==> config.mk <==
export PLATFORM = sky130hd
export DESIGN_NAME = ex_muldiv_unit
export DESIGN_NICKNAME = d
export VERILOG_FILES = /design/src/rtl/muldiv_pkg.sv /design/src/rtl/ex_muldiv_unit.sv
export SDC_FILE = /design/constraint.sdc
export NUM_CORES = 1
export LEC_CHECK = 0
export ABC_AREA = 1
export BUFFER_PORTS_ARGS = -buffer_cell sky130_fd_sc_hd__buf_2
export CAP_MARGIN = 20
export CORE_MARGIN = 2
export CORE_UTILIZATION = 50
export CTS_CLUSTER_DIAMETER = 60
export DETAILED_ROUTE_END_ITERATION = 7
export GPL_ROUTABILITY_DRIVEN = 1
export GPL_TIMING_DRIVEN = 0
export PLACE_DENSITY = 0.68
export SLEW_MARGIN = 30
export SYNTH_ARGS = -nofsm -noshare
export SYNTH_HDL_FRONTEND = slang
export SYNTH_SLANG_ARGS = --single-unit
==> constraint.sdc <==
create_clock -name clk -period 6.8 [get_ports clk]
set_input_delay 0.34 -clock clk [delete_from_list [all_inputs] [get_ports clk]]
set_output_delay 0.34 -clock clk [all_outputs]
set_load 0.02 [all_outputs]
==> src/rtl/muldiv_pkg.sv <==
// Shared definitions for the RV32M iterative multiply/divide unit:
// operand width, funct3 encodings and the controller state type.
package muldiv_pkg;

  localparam int XLEN = 32;

  localparam logic [2:0] F3_MUL    = 3'b000;
  localparam logic [2:0] F3_MULH   = 3'b001;
  localparam logic [2:0] F3_MULHSU = 3'b010;
  localparam logic [2:0] F3_MULHU  = 3'b011;
  localparam logic [2:0] F3_DIV    = 3'b100;
  localparam logic [2:0] F3_DIVU   = 3'b101;
  localparam logic [2:0] F3_REM    = 3'b110;
  localparam logic [2:0] F3_REMU   = 3'b111;

  typedef enum logic [1:0] {
    IDLE = 2'd0,
    BUSY = 2'd1,
    DONE = 2'd2
  } state_e;

endpackage

==> src/rtl/ex_muldiv_unit.sv <==
// Iterative RV32M multiply/divide at the EX stage: 32-step shift-add multiply
// or restoring divide on magnitudes, sign-corrected on the final step.
module ex_muldiv_unit #(
  parameter int XLEN = muldiv_pkg::XLEN
) (
  input  logic            clk,
  input  logic            rst,
  input  logic            start_i,
  input  logic [2:0]      funct3_i,
  input  logic [XLEN-1:0] op_a_i,
  input  logic [XLEN-1:0] op_b_i,
  input  logic [4:0]      rd_i,
  input  logic            flush_i,
  output logic            stall_o,
  output logic            busy_o,
  output logic            done_o,
  output logic [XLEN-1:0] result_o,
  output logic [4:0]      rd_o
);
  import muldiv_pkg::*;

  state_e            state, state_nxt;
  logic [4:0]        cnt;
  logic [2:0]        funct3_q;
  logic [4:0]        rd_q;
  logic              neg_q;
  logic [XLEN-1:0]   opnd_q;   // multiplicand or divisor magnitude
  logic [2*XLEN-1:0] acc_q;    // multiply: {high, multiplier}; divide: {rem, quo}

  // Start-time decode: operand magnitudes, result sign, divide special cases.
  logic            is_div, a_signed, b_signed, sa, sb;
  logic            div_zero, div_ovf, special, accept;
  logic            neg_start;
  logic [XLEN-1:0] mag_a, mag_b, special_res;

  // NOTE: every always_comb output gets a default first so no path can leave
  // it unassigned and infer a latch.
  always_comb begin
    is_div   = funct3_i[2];
    a_signed = (funct3_i == F3_MULH) || (funct3_i == F3_MULHSU) ||
               (funct3_i == F3_DIV)  || (funct3_i == F3_REM);
    b_signed = (funct3_i == F3_MULH) || (funct3_i == F3_DIV) || (funct3_i == F3_REM);
    sa       = a_signed & op_a_i[XLEN-1];
    sb       = b_signed & op_b_i[XLEN-1];
    mag_a    = sa ? -op_a_i : op_a_i;
    mag_b    = sb ? -op_b_i : op_b_i;
    neg_start = (funct3_i == F3_REM) ? sa : (sa ^ sb);
    div_zero = is_div && (op_b_i == '0);
    div_ovf  = is_div && !funct3_i[0] &&
               (op_a_i == {1'b1, {(XLEN-1){1'b0}}}) && (op_b_i == '1);
    special  = div_zero || div_ovf;
    special_res = '0;
    if (div_zero)
      special_res = funct3_i[1] ? op_a_i : '1;
    else if (div_ovf)
      special_res = funct3_i[1] ? '0 : op_a_i;
    accept   = (state == IDLE) && start_i && !flush_i;
  end

  // One iteration step and the sign-corrected result it would produce.
  logic [XLEN:0]     add_sum, shifted, trial;
  logic [2*XLEN-1:0] acc_step, prod;
  logic [XLEN-1:0]   div_sel, final_res;

  always_comb begin
    add_sum = {1'b0, acc_q[2*XLEN-1:XLEN]} + (acc_q[0] ? {1'b0, opnd_q} : '0);
    shifted = acc_q[2*XLEN-1:XLEN-1];
    trial   = shifted - {1'b0, opnd_q};
    if (funct3_q[2]) begin
      // A borrow out of the 33-bit trial means the divisor did not fit.
      if (trial[XLEN])
        acc_step = {shifted[XLEN-1:0], acc_q[XLEN-2:0], 1'b0};
      else
        acc_step = {trial[XLEN-1:0], acc_q[XLEN-2:0], 1'b1};
    end else begin
      acc_step = {add_sum, acc_q[XLEN-1:1]};
    end

    prod    = neg_q ? -acc_step : acc_step;
    div_sel = funct3_q[1] ? acc_step[2*XLEN-1:XLEN] : acc_step[XLEN-1:0];
    case (funct3_q)
      F3_MUL:                       final_res = prod[XLEN-1:0];
      F3_MULH, F3_MULHSU, F3_MULHU: final_res = prod[2*XLEN-1:XLEN];
      default:                      final_res = neg_q ? -div_sel : div_sel;
    endcase
  end

  always_comb begin
    state_nxt = state;
    case (state)
      IDLE:    if (accept) state_nxt = special ? DONE : BUSY;
      BUSY:    if (cnt == 5'd31) state_nxt = DONE;
      DONE:    state_nxt = IDLE;
      default: state_nxt = IDLE;
    endcase
    if (flush_i) state_nxt = IDLE;
  end

  assign stall_o = accept || (state == BUSY);
  assign busy_o  = (state == BUSY);
  assign done_o  = (state == DONE) && !flush_i;

  // NOTE: sequential state is assigned with <= only, so every register samples
  // the pre-edge values of the others regardless of statement order.
  always_ff @(posedge clk) begin
    if (rst) begin
      state    <= IDLE;
      cnt      <= '0;
      funct3_q <= '0;
      rd_q     <= '0;
      neg_q    <= 1'b0;
      opnd_q   <= '0;
      acc_q    <= '0;
      result_o <= '0;
      rd_o     <= '0;
    end else begin
      state <= state_nxt;
      case (state)
        IDLE: begin
          if (accept) begin
            funct3_q <= funct3_i;
            rd_q     <= rd_i;
            neg_q    <= neg_start;
            opnd_q   <= mag_b;
            acc_q    <= {{XLEN{1'b0}}, mag_a};
            cnt      <= '0;
            if (special) begin
              result_o <= special_res;
              rd_o     <= rd_i;
            end
          end
        end
        BUSY: begin
          if (!flush_i) begin
            acc_q <= acc_step;
            if (cnt == 5'd31) begin
              result_o <= final_res;
              rd_o     <= rd_q;
            end else begin
              cnt <= cnt + 5'd1;
            end
          end
        end
        default: ;
      endcase
    end
  end

endmodule

# Yosys cells after proc, flatten, opt, wreduce, memory -nomap -nowiden
# Cells that the tools add are included.
# classes
n_addsub	7
eq_ne	17
n_mux	35
bitwise	3
reduce_logical	27
# ops
cell	n
32-bit two-way mux	13
64-bit two-way mux	5
32-bit one-hot mux with 2 select lines	2
64-bit one-hot mux with 2 select lines	1
32-bit negator	3
32-bit equality test, second input constant	2
64-bit negator	1
5-bit two-way mux	7
32-bit by 32-bit adder with 33-bit output	1
33-bit by 32-bit subtractor with 33-bit output	1
32-bit zero test	1
5-bit one-hot mux with 2 select lines	2
3-bit by 2-bit equality test with 1-bit output, second input constant	3
2-bit inequality test, second input constant	4
1-bit logical AND	7
1-bit logical OR	7
3-bit by 1-bit equality test with 1-bit output, second input constant	2
3-bit equality test, second input constant	2
2-bit two-way mux	3
5-bit by 1-bit adder with 5-bit output, second input constant	1
5-bit equality test, second input constant	1
5-bit AND reduction	1
2-bit one-hot mux with 2 select lines	1
2-bit AND reduction	2
other kinds (14)	16
# word_totals
ff_bits	149
in_bits	76
out_inout_bits	40
word_cells	98

# Longest topological paths before layout
# Gate-level depths: netlist (run 1).
# depth
ltp_word	10
ltp_mapped	35
mapped_depth_nobuf	35

# Least setup slack after synthesis (run 1)
# Ideal clock, no wire load.
# synth_path
kind	register -> register
start	register acc_q[31]
end	register result_o[30]
setup_ps	132
arrival_ps	3767
required_ps	6668
path_slack_ps	2900
stages_incl_launch_ff	34
n_path_buf	0
synth_period_minus_slack_ps	3900
cell_sequence	dfxtp_1 inv_1 ha_1 inv_1 fa_1 nand2_1 nand2_1 nand3_1 nand2_2 nand2_1 nand2_2 nand2_4 nand3_4 nand3_4 nand2_2 inv_2 ha_1 nand3_1 inv_1 nand2_1 nor2_2 nand4_1 nor4_2 nand3_1 nor2_1 nand3_2 o21ai_4 nand3_1 nand3_1 nand2_1 inv_1 nand2_1 nand2_1 a21oi_1
# synth_between
elab_chain_cells	10
word_cells_on_any_way	12
classes_between	3 x add/sub; 9 x mux
# synth_rtl
item	line_no	text
start: declaration	ex_muldiv_unit.sv:28	logic [2*XLEN-1:0] acc_q;
start signal: assignment	ex_muldiv_unit.sv:125	acc_q <= {{XLEN{1'b0}}, mag_a};
start signal: assignment	ex_muldiv_unit.sv:135	acc_q <= acc_step;
33-bit by 32-bit subtractor with 33-bit output	ex_muldiv_unit.sv:68	trial = shifted - {1'b0, opnd_q};
64-bit two-way mux	ex_muldiv_unit.sv:71	if (trial[XLEN])
64-bit two-way mux (*)	ex_muldiv_unit.sv:69	if (funct3_q[2]) begin
32-bit two-way mux	ex_muldiv_unit.sv:80	div_sel = funct3_q[1] ? acc_step[2*XLEN-1:XLEN] : acc_step[XLEN-1:0];
32-bit negator	ex_muldiv_unit.sv:84	default: final_res = neg_q ? -div_sel : div_sel;
32-bit two-way mux	ex_muldiv_unit.sv:84	
32-bit one-hot mux with 2 select lines (*)	ex_muldiv_unit.sv:81	case (funct3_q)
32-bit two-way mux (*)	ex_muldiv_unit.sv:136	if (cnt == 5'd31) begin
32-bit two-way mux (*)	ex_muldiv_unit.sv:134	if (!flush_i) begin
32-bit one-hot mux with 2 select lines (*)	ex_muldiv_unit.sv:118	case (state)
end signal: assignment	ex_muldiv_unit.sv:128	result_o <= special_res;
end signal: assignment	ex_muldiv_unit.sv:137	result_o <= final_res;
end: declaration	ex_muldiv_unit.sv:17	output logic [XLEN-1:0] result_o,
# Every way passes the cells marked *; elsewhere a longest branch is shown, timed or not. The select of a mux whose other input is x is not followed.
# A chain may end at the register's enable or synchronous reset.

# Worst setup path after layout (run 1)
# layout_path
start	register opnd_q[26]
end	register result_o[30]
# layout_between
elab_chain_cells	10
word_cells_on_any_way	14
classes_between	4 x add/sub; 10 x mux
# layout_rtl
item	line_no	text
start: declaration	ex_muldiv_unit.sv:27	logic [XLEN-1:0] opnd_q;
start signal: assignment	ex_muldiv_unit.sv:124	opnd_q <= mag_b;
33-bit by 32-bit subtractor with 33-bit output or 32-bit two-way mux (tied branches)	ex_muldiv_unit.sv:68, ex_muldiv_unit.sv:66	
64-bit two-way mux or 32-bit by 32-bit adder with 33-bit output (tied branches)	ex_muldiv_unit.sv:71, ex_muldiv_unit.sv:66	
64-bit two-way mux (*)	ex_muldiv_unit.sv:69	
32-bit two-way mux	ex_muldiv_unit.sv:80	
32-bit negator	ex_muldiv_unit.sv:84	
32-bit two-way mux	ex_muldiv_unit.sv:84	
32-bit one-hot mux with 2 select lines (*)	ex_muldiv_unit.sv:81	
32-bit two-way mux (*)	ex_muldiv_unit.sv:136	
32-bit two-way mux (*)	ex_muldiv_unit.sv:134	
32-bit one-hot mux with 2 select lines (*)	ex_muldiv_unit.sv:118	
# Marks and branches as above.

==> results list, run 1 <==
* Relative slew margins: 26.5%
- R2r endpoint: result_o[30]
* CTS tree: built
- RD Place Congestion: 1.08
- The critical path in this run is classified as flop to flop.
- Clock-pin slew was measured on the worst setup and hold paths at 0.08 ns.
- Static leakage power: 10.1 nW
* Sum of routed wire length over all layers: 85,900 um
* Core Rows: 69
- DR DRC count: 6
- Signal routing reaches up to met5.
- The run finished, with violations left.
* Post-CTS setup buffer count: 0
- HP Start: rd_i[4]
* Synth cell types: 61
* Max-slew violations: 0
* Pin count of the biggest net entering global routing: 17
- The worst setup path is captured at a flop.
- Detailed-route via count: 23.6k
- Via count of the first global-routing pass: 21.4k
- Combined area of the multi-input logic cells: 12,800 um2
- Top fanout value on the critical path: 10
* Count of flip-flops with a built-in enable after synthesis: 0
* Final setup viols: 0
- The initial antenna violation count came to 1.
- The clock passes through at most 2 buffers.
* Final Skew: 0.0192 ns
* Global routing usage summed across all routing layers: 44.3%
* GR Overflow Total: 0
* Number of gates resized after CTS: 0
- Counting buffers and inverters, the worst setup path is 32 cells deep.
- The design draws 0.00313 W.
- The H-tree was split into 4 levels.
* Buffers and inverters on the worst path: 5
- Starting density of the core: 50.9%
- The core region is 35,700 um2.
* Total instance count after detailed placement: 3,929
- The die is 195 um tall.
- The routed design uses 12,400 um of met3 wire.
- Reg2Reg Setup Slack: 0.98 ns
- # port buffers: 113
* Violations in the final reports: DRC
- Data arrival time at the worst-slack endpoint: 6.22 ns
- Fillers: 3,890
- For the worst setup path, the data required time is 7.20 ns.
- Seq/Total Area, Yosys: 16.4%
* Number of search-and-repair iterations in the first detailed-routing pass: 8
- Synthesized flop and latch total: 149
- Grouping stages by cell kind, the critical path spends the most delay in simple AND/OR/NAND/NOR gates.
* Root Buffer Master: sky130_fd_sc_hd__clkbuf_16
- Async set-reset flop share out of synthesis: 0%
- The floorplan step set the die width to 195 um.
- STA classifies the critical path startpoint as a flop.
- The die covers 38,000 um2.
- In this run the mean area of a mapped cell was 5.43 um2.
- Number of nets in the finished design: 3,636
- Area of all sequential standard cells: 2980 um2
* Final cell count without fillers: 3,962
* Tightest Pin Transition: 1.09 ns
- Count of yosys warnings during synthesis: 0
- From synthesis to final layout, the design area changed by 9.46%.
- The clock drives 149 sinks.
- After detailed routing, the number of vias per cell comes to 5.96.
- Met2 routed WL: 33,900 um
- Number of nets produced by synthesis: 3,504
- Sum of negative setup slack: 0 ns
- In this run the worst hold path is classified as primary input to flop.
* Post-detail-place hpwl: 70,800 um
- In this run, post-CTS hold repair placed 0 buffers.
- Clock buffer count from CTS: 17
* Longest individual stage delay on the worst path: 0.53 ns
- Total power divided by cell area: 157 nW/um2
- Global-route wire length before repair: 127,000 um
* Slowest library cell on the worst path: sky130_fd_sc_hd__dfxtp_1
* Setup repair after global routing missed its margin: false
- Worst Hold Depth: 3
* R2R cell count: 32
* Crit share post-route: 85.6%
- Maximum clock frequency: 172 MHz
- Reported max-cap violation count: 0
- Synthesis produced a netlist whose cell count is 3,355.
- The most numerous cell type found on the critical path is sky130_fd_sc_hd__nand2_1.
- The count of nets left with antenna violations once routing finished came out at 0.
* Post-detailed-route wirelength per cell: 21.7 um
- For the finished layout, the period the worst path requires is 5.82 ns.
- Insertion delay of the later-clocked pin in the worst-skew pair: 0.47 ns
- The worst register-to-register path begins at opnd_q[26].
- Summing every instance area after synthesis gives 18,200 um2.
* Main synth FF type: sky130_fd_sc_hd__dfxtp_1
* Detailed router's first-iteration violation count: 3,278
- Across the VDD grid, the largest voltage drop is 223 uV.
- Final Hold Fails: 0
* Fraction of final layout cells with drive strength greater than 1: 8.17%
- The worst hold path terminates at rd_q[4].
- Number of top-level pins: 116
- The detailed router put a total of 35,800 um of wire on met1.
## state kept, by name (all words and copies together) (netlist names), 2 cells and up
name,count
funct3_q,3
state,2
acc_q,64
result_o,32
rd_o,5
opnd_q,32
rd_q,5
cnt,5
## where the power goes
part / total [W] / switching [W] / internal [W]
registers: 0.000943 / 0.0000377 / 0.000906
logic: 0.00121 / 0.000883 / 0.000326
clock network: 0.000980 / 0.000467 / 0.000513
## synthesized netlist by cell type (all sizes together), types with 2 or more instances
library cell	count	area, um2
nand4	46	288
clkinv	2	7.51
a31oi	12	75.1
o31ai	6	45.0
or2	10	62.6
inv	486	1820
nor4	16	106
fa	2	40.0
nand3b	29	218
a21boi	2	15.0
a21oi	286	1450
xor2	59	517
nand3	271	1440
o21bai	8	75.1
o211ai	27	203
ha	71	888
o311ai	3	26.3
dfxtp	149	2980
nand2	1069	4160
o21ai	245	1260
nor3	71	365
clkbuf	86	323
o21a	5	37.5
a21o	2	15.0
buf	43	248
xnor2	11	96.3
and2	5	31.3
o221ai	12	105
nor2	313	1230
## cell usage in the layout, fill, tap and decap left out, types with 69 or more instances in the layout
cell / instances
sky130_fd_sc_hd__nand3_1: 257
sky130_fd_sc_hd__clkbuf_1: 85
sky130_fd_sc_hd__nand2_1: 1022
sky130_fd_sc_hd__ha_1: 71
sky130_fd_sc_hd__buf_2: 130
sky130_fd_sc_hd__o21ai_0: 210
sky130_fd_sc_hd__inv_1: 474
sky130_fd_sc_hd__a21oi_1: 282
sky130_fd_sc_hd__nor3_1: 69
sky130_fd_sc_hd__dfxtp_1: 149
sky130_fd_sc_hd__nor2_1: 296
## worst max-delay path by stage
stage	end	slack, ns	startpoint
2_1_floorplan	result_o[30]	2.90	acc_q[31]
3_3_place_gp	result_o[18]	1.36	opnd_q[26]
3_5_place_dp	result_o[30]	1.39	opnd_q[26]
4_1_cts	result_o[30]	1.36	opnd_q[26]
5_1_grt	result_o[30]	0.77	opnd_q[26]
6_report	result_o[30]	0.98	opnd_q[26]
## cells by family after synthesis
group | after synthesis | share of synthesized area [%]
and+or+nand+nor | 1834 | 43.6
buffers and inverters | 617 | 13.2
AOI/OAI and AO/OA | 612 | 18.3
DFF | 149 | 16.4
adders and majority gates | 73 | 5.10
xor gates and xnor gates | 70 | 3.37
## routing by layer
| layer | track usage [%] | up-vias |
|---|---|---|
| li1 | - | 11108 |
| met1 | 60.3 | 10690 |
| met2 | 64.5 | 1596 |
| met3 | 14.2 | 221 |
| met4 | 17.7 | 2 |
| met5 | 0 | - |
## stage by stage
stage                     hold slack, ns  cell area [um2]  utilization (%)  worst slack (ns)
after floorplan                    0.444            18200                -              2.90
after CTS                          0.131            19900             55.7              1.36
final                              0.148            19900             55.8             0.983
after detailed placement           0.452            19300             54.1              1.39
after global routing               0.161            19900             55.7             0.766
after global placement             0.451            19300             54.1              1.36
## layout make-up
cell class,instances,share of cell area (%)
clock buffers,17,2.13
repair buffers,113,2.84
well taps,461,2.89
inverters,488,9.19
clock inverters,14,0.741
flip-flops and latches,149,15.0
diodes,2,0.0251
plain buffers,129,2.87
multi-input cells,2589,64.3
## worst register-to-register path: cells and delay by family (launching register included)
family / cells / cell delay, ns
adders and majority gates: 2 / 0.65
and+or+nand+nor: 23 / 3.46
DFF: 1 / 0.53
buffers and inverters: 5 / 0.66
AOI/OAI and AO/OA: 2 / 0.47
Note: power is estimated with default switching activity, not from simulation.
==> run 2, diff against run 1 <==
--- a/config.mk
+++ b/config.mk
@@ -8,7 +8,6 @@
 export ABC_AREA = 1
 export BUFFER_PORTS_ARGS = -buffer_cell sky130_fd_sc_hd__buf_2
 export CAP_MARGIN = 20
-export CORE_MARGIN = 2
 export CORE_UTILIZATION = 50
 export CTS_CLUSTER_DIAMETER = 60
 export DETAILED_ROUTE_END_ITERATION = 7
==> run 2 against run 1 <==
Effect of this change: the run still ends with DRC left; routed wire length down 2.4%; die area fell by 2.0%; sequential power barely moved; maximum frequency rose by 2.1%; sequential share of layout area barely moved; clock skew shrank 0.0053 ns; core utilization about the same; critical path depth decreased by 3; count of clock-buffer cells in the layout did not move; register-to-register slack improved by 0.12 ns; critical endpoint is now result_o[10]; largest power group unchanged.
==> results list, run 2 (synthesized netlist as in run 1, its figures left out) <==
- The run finished, with violations left.
* Violations in the final reports: DRC
- The total wire length is 83,800 um (-2.4%).
* Setup repair after global routing missed its margin: false
- Total power divided by cell area: 157 nW/um2 (about the same)
- Number of nets in the finished design: 3,636 (unchanged)
* Crit. Startpoint: opnd_q[26]
- The largest registers in the layout are acc_q (64), opnd_q (32), result_o (32).
- The starting density of the core is 50.9% (unchanged).
- The number of buffer and inverter stages on the critical path came to 4 (-1).
* Fraction of final layout cells with drive strength greater than 1: 8.20% (+0.026 points)
- The clock network latency to the later pin of the worst-skew pair was 0.47 ns (about the same).
* R2r endpoint: result_o[10]
* Core Rows: 69 (unchanged)
- The slew of the pin with the lowest slew margin is 1.11 ns (+0.0162 ns).
- The DRC violations left came to 4 (-2).
- The library cell used most frequently in the layout, excluding fill and tap cells, is sky130_fd_sc_hd__nand2_1.
* Number of antenna violations at the first check in global routing: 2 (+1)
- Crit share post-route: 83.8% (-1.7 points)
- Data arrival time at the worst-slack endpoint: 6.02 ns (-0.20 ns)
- Reported max-cap violation count: 0 (unchanged)
- The number of hold violations in the final report came to 0 (unchanged).
* Leading cell types in the layout, fill and taps excluded: sky130_fd_sc_hd__nand2_1, sky130_fd_sc_hd__inv_1, sky130_fd_sc_hd__nor2_1, sky130_fd_sc_hd__a21oi_1, sky130_fd_sc_hd__nand3_1
* Number of top-level pins: 116 (unchanged)
- The maximum clock path buffer count is 2 (unchanged).
- The HPWL reported at the end of detailed placement is 69,200 um (-2.3%).
- CTS tree: built
- The critical path in this run is classified as flop to flop.
- The hold buffer count at CTS is 0 (unchanged).
- Relative slew margins: 25.5% (-1.1 points)
- The synthesis-to-layout area growth was 9.52% (about the same).
- Most flop-heavy register: acc_q
* Root Buffer Master: sky130_fd_sc_hd__clkbuf_16
* Static leakage power: 10.1 nW (+0.18%)
- The number of global-route vias before repair was 20.9k (-2.3%).
- Hold slack final: 0.153 ns (+0.00578 ns)
- The die boundary height is 193 um (-1.0%).
- The aggregate global-route resource usage came to 44.8% (+0.48 points).
- Number of gates resized after CTS: 0 (unchanged)
- Top cell by count, worst path: sky130_fd_sc_hd__nand2_1
- The wire length of the first global-routing pass was 123,000 um (-3.4%).
* Detailed-route via count: 23.6k (-0.18%)
* Maximum clock frequency: 175 MHz (+2.1%)
- Crit path launch type: flop
- The placeable core region came to 35,700 um2 (unchanged).
- The count of final setup violators came to 0 (unchanged).
* Detail-routed via count per cell: 5.95 (-0.18%)
- Top fanout value on the critical path: 10 (unchanged)
* Endpoint class of the critical path: flop
- For this design, the slowest cell found on the critical path is sky130_fd_sc_hd__dfxtp_1.
* R2R cell count: 29 (-9.4%)
* DRT antenna net count: 0 (unchanged)
* Longest individual stage delay on the worst path: 0.47 ns (-0.06 ns)
- Number of search-and-repair iterations in the first detailed-routing pass: 8 (unchanged)
* Hold crit path type: primary input to flop
- H-tree Lvls: 4 (unchanged)
* Max-slew violations: 0 (unchanged)
* Final min period: 5.70 ns (-0.119 ns)
- Dominant delay contributor by cell family on the critical path: simple AND/OR/NAND/NOR gates
* Post-detailed-route wirelength per cell: 21.2 um (-2.4%)
- The sink count of the clock tree came to 149 (unchanged).
- The required arrival time at the worst endpoint came to 7.12 ns (-0.08 ns).
- Final Skew: 0.0139 ns (-0.00526 ns)
- Reg2Reg Setup Slack: 1.10 ns (+0.12 ns)
- The count of input and output buffers came to 113 (unchanged).
- GR Overflow Total: 0 (unchanged)
- The count of routing violations after the opening detailed-route iteration is 3,082 (-6.0%).
- Source of the worst register-to-register timing path: opnd_q[26]
* Cell count along the critical path: 29 (-9.4%)
- The buffer count from post-CTS setup fixing came to 0 (unchanged).
- Max rail drop VDD: 230 uV (+3.1%)
- The accumulated negative setup slack is 0 ns (unchanged).
- Clock transition at the registers of the reported paths: 0.07 ns (about the same)
* Clock buffer count from CTS: 17 (unchanged)
* Die area: 37,200 um2 (-2.0%)
* Horizontal die dimension: 193 um (-1.0%)
- Following the worst setup path forward leads to its endpoint at result_o[10].
* RD Place Congestion: 1.10 (+1.6%)
- The pin count of the biggest net entering global routing is 17 (unchanged).
- The number of flip-flops in the largest register is 64 (unchanged).
[run 2: where the power goes]
| group | switching, W | leakage (nW) | total (W) | internal (W) |
|---|---|---|---|---|
| clock network | 0.000479 | 0.289 | 0.00100 | 0.000522 |
| logic | 0.000865 | 8.59 | 0.00119 | 0.000325 |
| registers | 0.0000355 | 1.21 | 0.000941 | 0.000906 |
[run 2: final cells by class]
type,count,area (um2)
Fill cell,3827,15800
Multi-Input combinational cell,2589,12800
Sequential cell,149,2980
Inverter,488,1830
Tap cell,461,577
Buffer,129,571
Timing Repair Buffer,113,566
Clock buffer,17,425
Clock inverter,15,160
Antenna cell,1,2.50
[run 2: worst min-delay path by stage]
stage,slack [ns],from,to,cells past startpoint
after global routing,0.16,rd_i[2],rd_o[2],3
after CTS,0.15,rd_i[2],rd_o[2],3
after global placement,0.45,result_o[23],result_o[23],2
after floorplan,0.44,funct3_q[0],funct3_q[0],2
final,0.15,rd_i[2],rd_o[2],3
after detailed placement,0.45,result_o[10],result_o[10],2
[run 2: per-layer routing]
layer  part of all wire [%]  track usage [%]
met3                     14             13.9
met5                  0.014                0
met1                     42             61.5
met4                    3.9             17.7
met2                     40             64.3
[run 2: through the flow]
| stage | setup slack [ns] | total power (W) | utilization, % | instances | area, um2 |
|---|---|---|---|---|---|
| final | 1.10 | 0.00313 | 55.8 | 3962 | 19900 |
| after global routing | 0.854 | 0.00325 | 55.8 | 3961 | 19900 |
| after CTS | 1.35 | 0.00306 | 55.8 | 3961 | 19900 |
| after floorplan | 2.90 | 0.00171 | - | 3355 | 18200 |
| after global placement | 1.37 | 0.00207 | 54.1 | 3929 | 19300 |
| after detailed placement | 1.39 | 0.00208 | 54.1 | 3929 | 19300 |
[run 2: worst min-delay path: stages]
cell                      delay (ns)
sky130_fd_sc_hd__buf_2          0.10
sky130_fd_sc_hd__nand2_1        0.06
sky130_fd_sc_hd__a31oi_1        0.07
